File: config.mk
export PLATFORM = sky130hd
export DESIGN_NAME = mode_sequencer
export DESIGN_NICKNAME = d
export VERILOG_FILES = /design/src/rtl/mode_pkg.sv /design/src/rtl/mode_debouncer.sv /design/src/rtl/mode_sequencer.sv
export SDC_FILE = /design/constraint.sdc
export NUM_CORES = 1
export LEC_CHECK = 0
export CAP_MARGIN = 20
export CORE_MARGIN = 2
export CORE_UTILIZATION = 55
export DETAILED_ROUTE_END_ITERATION = 10
export HOLD_SLACK_MARGIN = 0.12
export PLACE_DENSITY = 0.9
export SLEW_MARGIN = 20
export SYNTH_ARGS = -nofsm -noshare
export SYNTH_HDL_FRONTEND = slang
export SYNTH_SLANG_ARGS = --single-unit
File: constraint.sdc
create_clock -name clk -period 3.3 [get_ports clk]
set_input_delay 0.66 -clock clk [delete_from_list [all_inputs] [get_ports clk]]
set_output_delay 0.66 -clock clk [all_outputs]
set_load 0.03 [all_outputs]
File: src/rtl/mode_pkg.sv
// rtl/mode_pkg.sv - shared state encoding, mode indices and width helpers for the mode sequencer
package mode_pkg;

    typedef enum logic [1:0] {
        ST_STABLE   = 2'd0,
        ST_DEBOUNCE = 2'd1,
        ST_MUTE     = 2'd2
    } seq_state_t;

    typedef enum int {
        FREE      = 0,
        AUTO_PLAY = 1,
        LEARNING  = 2
    } mode_idx_t;

    function automatic int calc_mode_w(input int num_modes);
        return (num_modes <= 2) ? 1 : $clog2(num_modes);
    endfunction

    function automatic int calc_cnt_w(input int a, input int b);
        int m;
        m = (a > b) ? a : b;
        return (m <= 2) ? 1 : $clog2(m);
    endfunction

endpackage

File: src/rtl/mode_debouncer.sv
// rtl/mode_debouncer.sv - synchronises mode_select, tracks a candidate mode and strobes once it has been seen long enough
module mode_debouncer #(
    parameter int NUM_MODES       = 3,
    parameter int MODE_W          = 2,
    parameter int CNT_W           = 2,
    parameter int DEBOUNCE_CYCLES = 4
) (
    input  logic              clk,
    input  logic              reset,
    input  logic [2:0]        mode_select,
    input  logic [MODE_W-1:0] current_mode,
    input  logic              hold,
    output logic [MODE_W-1:0] candidate,
    output logic              pending,
    output logic              stable
);

    logic [2:0]        sync_q1;
    logic [2:0]        sync_q2;
    logic [MODE_W-1:0] mapped;
    logic [CNT_W-1:0]  cnt;

    always_ff @(posedge clk or posedge reset) begin
        if (reset) begin
            sync_q1 <= '0;
            sync_q2 <= '0;
        end else begin
            sync_q1 <= mode_select;
            sync_q2 <= sync_q1;
        end
    end

    // Out-of-range switch positions fall back to mode 0.
    always_comb begin
        mapped = '0;
        if ({1'b0, sync_q2} < 4'(NUM_MODES))
            mapped = sync_q2[MODE_W-1:0];
    end

    // While held (mute gap) the candidate is frozen so switch movement is ignored.
    always_ff @(posedge clk or posedge reset) begin
        if (reset) begin
            candidate <= '0;
            cnt       <= '0;
        end else if (hold) begin
            cnt <= '0;
        end else if (mapped != candidate) begin
            candidate <= mapped;
            cnt       <= '0;
        end else if (cnt != '1) begin
            cnt <= cnt + 1'b1;
        end
    end

    // Candidate was loaded on the first sample, so the strobe lands on the last of DEBOUNCE_CYCLES matches.
    assign pending = (mapped != current_mode);
    assign stable  = !hold && (mapped == candidate) && (cnt == CNT_W'(DEBOUNCE_CYCLES - 2));

endmodule

File: src/rtl/mode_sequencer.sv
// rtl/mode_sequencer.sv - selects the active play mode with debounce and a mute gap, and muxes its speaker/LED outputs
module mode_sequencer
    import mode_pkg::*;
#(
    parameter int NUM_MODES       = 3,
    parameter int LED_W           = 7,
    parameter int DEBOUNCE_CYCLES = 100000,
    parameter int MUTE_CYCLES     = 50000,
    localparam int MODE_W         = calc_mode_w(NUM_MODES)
) (
    input  logic                       clk,
    input  logic                       reset,
    input  logic [2:0]                 mode_select,
    input  logic [NUM_MODES-1:0]       speaker_in,
    input  logic [NUM_MODES*LED_W-1:0] led_in,
    output logic                       speaker,
    output logic [LED_W-1:0]           led,
    output logic                       loud,
    output logic [NUM_MODES-1:0]       mode_en,
    output logic [MODE_W-1:0]          current_mode,
    output logic                       mode_changed
);

    localparam int CNT_W = calc_cnt_w(DEBOUNCE_CYCLES, MUTE_CYCLES);

    seq_state_t         state, state_n;
    logic [CNT_W-1:0]   mute_cnt, mute_cnt_n;
    logic [MODE_W-1:0]  current_mode_n;
    logic [NUM_MODES-1:0] mode_en_n;
    logic               speaker_n;
    logic [LED_W-1:0]   led_n;
    logic               loud_n;
    logic               mode_changed_n;
    logic [MODE_W-1:0]  candidate;
    logic               pending;
    logic               stable;

    mode_debouncer #(
        .NUM_MODES       (NUM_MODES),
        .MODE_W          (MODE_W),
        .CNT_W           (CNT_W),
        .DEBOUNCE_CYCLES (DEBOUNCE_CYCLES)
    ) u_debouncer (
        .clk          (clk),
        .reset        (reset),
        .mode_select  (mode_select),
        .current_mode (current_mode),
        .hold         (state == ST_MUTE),
        .candidate    (candidate),
        .pending      (pending),
        .stable       (stable)
    );

    always_ff @(posedge clk or posedge reset) begin
        if (reset) begin
            state        <= ST_STABLE;
            mute_cnt     <= '0;
            current_mode <= MODE_W'(FREE);
            mode_en      <= NUM_MODES'(1);
            speaker      <= 1'b0;
            led          <= '0;
            loud         <= 1'b1;
            mode_changed <= 1'b0;
        end else begin
            state        <= state_n;
            mute_cnt     <= mute_cnt_n;
            current_mode <= current_mode_n;
            mode_en      <= mode_en_n;
            speaker      <= speaker_n;
            led          <= led_n;
            loud         <= loud_n;
            mode_changed <= mode_changed_n;
        end
    end

    always_comb begin
        state_n        = state;
        mute_cnt_n     = mute_cnt;
        current_mode_n = current_mode;
        mode_en_n      = mode_en;
        speaker_n      = speaker_in[current_mode];
        led_n          = led_in[int'(current_mode)*LED_W +: LED_W];
        loud_n         = loud;
        mode_changed_n = 1'b0;
        case (state)
            ST_STABLE: begin
                if (pending)
                    state_n = ST_DEBOUNCE;
            end
            ST_DEBOUNCE: begin
                if (!pending) begin
                    state_n = ST_STABLE;
                end else if (stable) begin
                    state_n    = ST_MUTE;
                    mute_cnt_n = '0;
                    mode_en_n  = '0;
                    speaker_n  = 1'b0;
                    loud_n     = 1'b0;
                end
            end
            ST_MUTE: begin
                speaker_n = 1'b0;
                led_n     = led;
                if (mute_cnt == CNT_W'(MUTE_CYCLES - 1)) begin
                    // The new mode's outputs load on the exit edge so silence lasts exactly MUTE_CYCLES.
                    state_n        = ST_STABLE;
                    mute_cnt_n     = '0;
                    current_mode_n = candidate;
                    mode_en_n      = NUM_MODES'(1) << candidate;
                    speaker_n      = speaker_in[candidate];
                    led_n          = led_in[int'(candidate)*LED_W +: LED_W];
                    loud_n         = 1'b1;
                    mode_changed_n = 1'b1;
                end else if (mute_cnt != '1) begin
                    mute_cnt_n = mute_cnt + 1'b1;
                end
            end
            default: state_n = ST_STABLE;
        endcase
    end

endmodule

==> flow_metrics.py <==
metrics = {
    "clock_tree": {
        "cts_resized": 0,
        "clk_latency_ns": 0.34,
        "cts_tree": "yes",
        "cts_hold_buf": 0,
        "cts_root_buf": "clkbuf_8",
        "htree_levels": 3,
        "clk_pin_slew_ns": 0.06,
        "cts_buffers": 9,
        "cts_buffer_depth": 2,
        "cts.sinks": 59,
        "postCtsSetupBuffers": 0,
    },
    "global_routing": {
        "grt_usage_pct": 23.6,
        "grt_max_degree": 24,
        "grt_pass1_wl_um": 11700,
        "antenna_found_initial": 0,
        "grt_pass1_vias": 2600,
        "grt_overflow": 0,
    },
    "sta": {
        "finalClockSkew_ns": 0.00734,
        "hold_ws_ns": 0.358,
        "rsz0062_at_grt": "false",
        "layout_setup_ws_ns": 0.619,
        "hold_viol_final": 0,
        "fin_crit_sh_pct": 81.2,
        "max_freq_ghz": 0.373,
        "drv_slew": 0,
        "max_slew_margin_pct": 55.5,
        "setup_violations": 0,
        "tightest_slew_ns": 0.666,
        "min_period_ns": 2.68,
        "fin_tns_setup_ns": 0,
    },
    "final_layout": {
        "area_growth_pct": 21.7,
        "final_common_cell": "dfrtp_1",
        "nets": 424,
        "diodes": 0,
        "drive_gt1_share_pct": 8.42,
        "final_cell_mix": "dfrtp_1 (57), nor2_1 (50), clkdlybuf4s50_1 (43)",
    },
    "detailed_routing": {
        "drt_iter0_markers": 147,
        "routed_wl_um": 6770,
        "wire_per_inst_um": 14.6,
        "drtAntennaViolNets": 0,
        "viasPerCell": 5.75,
        "drc": 0,
        "first_pass_iters": 4,
        "vias": 2669,
    },
    "setup_path": {
        "start_kind": "flop",
        "required_ns": 3.52,
        "r2r_cells": 8,
        "arrival_ns": 2.90,
        "path_class": "reg -> reg",
        "end_kind": "flop",
        "reg2reg_slack_ns": 0.62,
        "worstPathMaxFanout": 19,
    },
    "min_path": {
        "hold_path.class": "reg -> reg",
        "holdPathStages": 0,
    },
    "die": {
        "rows": 27,
        "die_h_um": 79.9,
        "die-area_um2": 6380,
        "ios": 44,
        "die_w_um": 79.9,
        "start_util_pct": 57.2,
        "core-area_um2": 5540,
    },
    "yosys": {
        "syn-instance-count": 340,
        "ys_async_sr_fraction_pct": 100,
        "yosysTopAreaCell": "dfrtp_1",
        "synth_edf_count": 0,
        "ys_warn_count": 0,
        "yosysTopAreaCellShare_pct": 45.0,
        "netlist_area_um2": 3170,
        "synth_ff_type": "dfrtp_1",
        "avgSynthCellArea_um2": 9.31,
        "yosysSeqAreaShare_pct": 46.7,
        "ys_top_cells_by_area": "dfrtp_1 (45%), nor2_1 (5.9%), o21ai_0 (5.5%), a21oi_1 (4.1%), mux2i_1 (3.5%)",
        "synth_cell_types": 52,
        "syn_nets": 377,
        "ys_ff_latch": 59,
    },
    "pwr": {
        "power_frac_seq_pct": 48.4,
        "power.density_nw_per_um2": 418,
        "peakVddDrop_v": 0.000242,
        "p_comb_share_pct": 13.1,
        "clockPowerShare_pct": 38.5,
        "total_power_w": 0.00161,
        "p_sw_share_pct": 25.2,
        "p_leak_nw": 1.67,
        "power.internal_w": 0.00120,
        "p_sw_w": 0.000406,
    },
    "run_status": {
        "status": "finished, final reports clean",
    },
    "place": {
        "gp_congestion": 0.842,
        "place.port_buffers": 43,
        "dp_slack_ns": 0.659,
        "dp_hpwl_um": 4980,
    },
    "flow_run": {
        "drv_cap": 0,
    },
}
[synth_stat cells (4+ instances only)]
master and count:
xnor2_1 6, inv_1 14, nor3_1 7, nand2_1 23
nor2_1 50, ha_1 8, and2_1 4, dfrtp_1 57
nand4_1 4, mux2i_1 11, xor2_1 9, o21ai_0 35
nand3_1 13, a22o_1 4, clkbuf_1 6, a21oi_1 26
nor2b_1 4, and3_1 6
[state kept, by name, summed over array words and instances, names as in the netlist]
| name | count |
|---|---|
| led | 7 |
| state | 2 |
| current_mode | 2 |
| u_debouncer.sync_q1 | 3 |
| speaker | 1 |
| loud | 1 |
| u_debouncer.cnt | 17 |
| u_debouncer.candidate | 2 |
| mute_cnt | 17 |
| mode_changed | 1 |
| u_debouncer.sync_q2 | 3 |
| mode_en | 3 |
[per-layer routing]
layer  routed length (µm)  global-route usage [%]  up-vias
li1                     -                       -     1302
met1                 3020                    30.3     1265
met2                 3260                    36.8       90
met3                  355                    4.64       12
met4                  134                    13.7        0
met5                    0                       0        -
[through the flow]
| stage | area, µm² | utilization, % | cells |
|---|---|---|---|
| 6_report | 3850 | 69.6 | 464 |
| 5_1_grt | 3850 | 69.6 | 464 |
| 4_1_cts | 3850 | 69.6 | 464 |
| 3_5_place_dp | 3660 | 66.1 | 448 |
| 3_3_place_gp | 3660 | 66.1 | 448 |
| 2_1_floorplan | 3170 | - | 340 |
[kinds of logic after synthesis]
| group | after synthesis | share of synthesized area [%] |
|---|---|---|
| AOI/OAI and AO/OA | 85 | 16.8 |
| and+or+nand+nor | 133 | 21.1 |
| DFF | 59 | 46.7 |
| muxes | 13 | 4.19 |
| buffers and inverters | 27 | 3.99 |
| xor gates and xnor gates | 15 | 4.15 |
| adders and majority gates | 8 | 3.16 |
[worst paths after layout]
check                                                      start                               end
worst max-delay path                        state[0]$_DFFE_PP0P_           mute_cnt[0]$_DFFE_PP0P_
worst min-delay path            u_debouncer.sync_q1[0]$_DFF_PP0_  u_debouncer.sync_q2[0]$_DFF_PP0_
worst max register to register              state[0]$_DFFE_PP0P_           mute_cnt[0]$_DFFE_PP0P_
worst min register to register  u_debouncer.sync_q1[0]$_DFF_PP0_  u_debouncer.sync_q2[0]$_DFF_PP0_
max in group asynchronous                                  reset                  loud$_DFFE_PP1P_
min in group asynchronous                                  reset   u_debouncer.cnt[16]$_DFFE_PP0P_
[cell type report]
type                    instances  area, µm²
clock inverters                 1       5.00
well taps                      72       90.1
fillers                       439       1690
repair buffers                 49        475
inverters                      14       52.6
multi-input cells             254       1570
clock buffers                  15        186
flip-flops and latches         59       1480
[power by group through the flow]
| stage | Sequential (W) | Clock [W] | Combinational (W) |
|---|---|---|---|
| 2_1_floorplan | 0.000800 | 0 | 0.000117 |
| 3_3_place_gp | 0.000789 | 0 | 0.000199 |
| 3_5_place_dp | 0.000793 | 0 | 0.000209 |
| 4_1_cts | 0.000780 | 0.000629 | 0.000211 |
| 5_1_grt | 0.000785 | 0.000666 | 0.000233 |
| 6_report | 0.000779 | 0.000619 | 0.000211 |
[critical path: stages (launching register included)]
cell and delay [ns]:
dfrtp_1 0.37, inv_1 0.09, ha_1 0.35, nor2_1 0.21, o21ai_2 0.11, a2111oi_4 0.58
a31oi_4 0.31, a21o_1 0.27, mux2_2 0.27
Note: power is estimated with default switching activity, not from simulation.
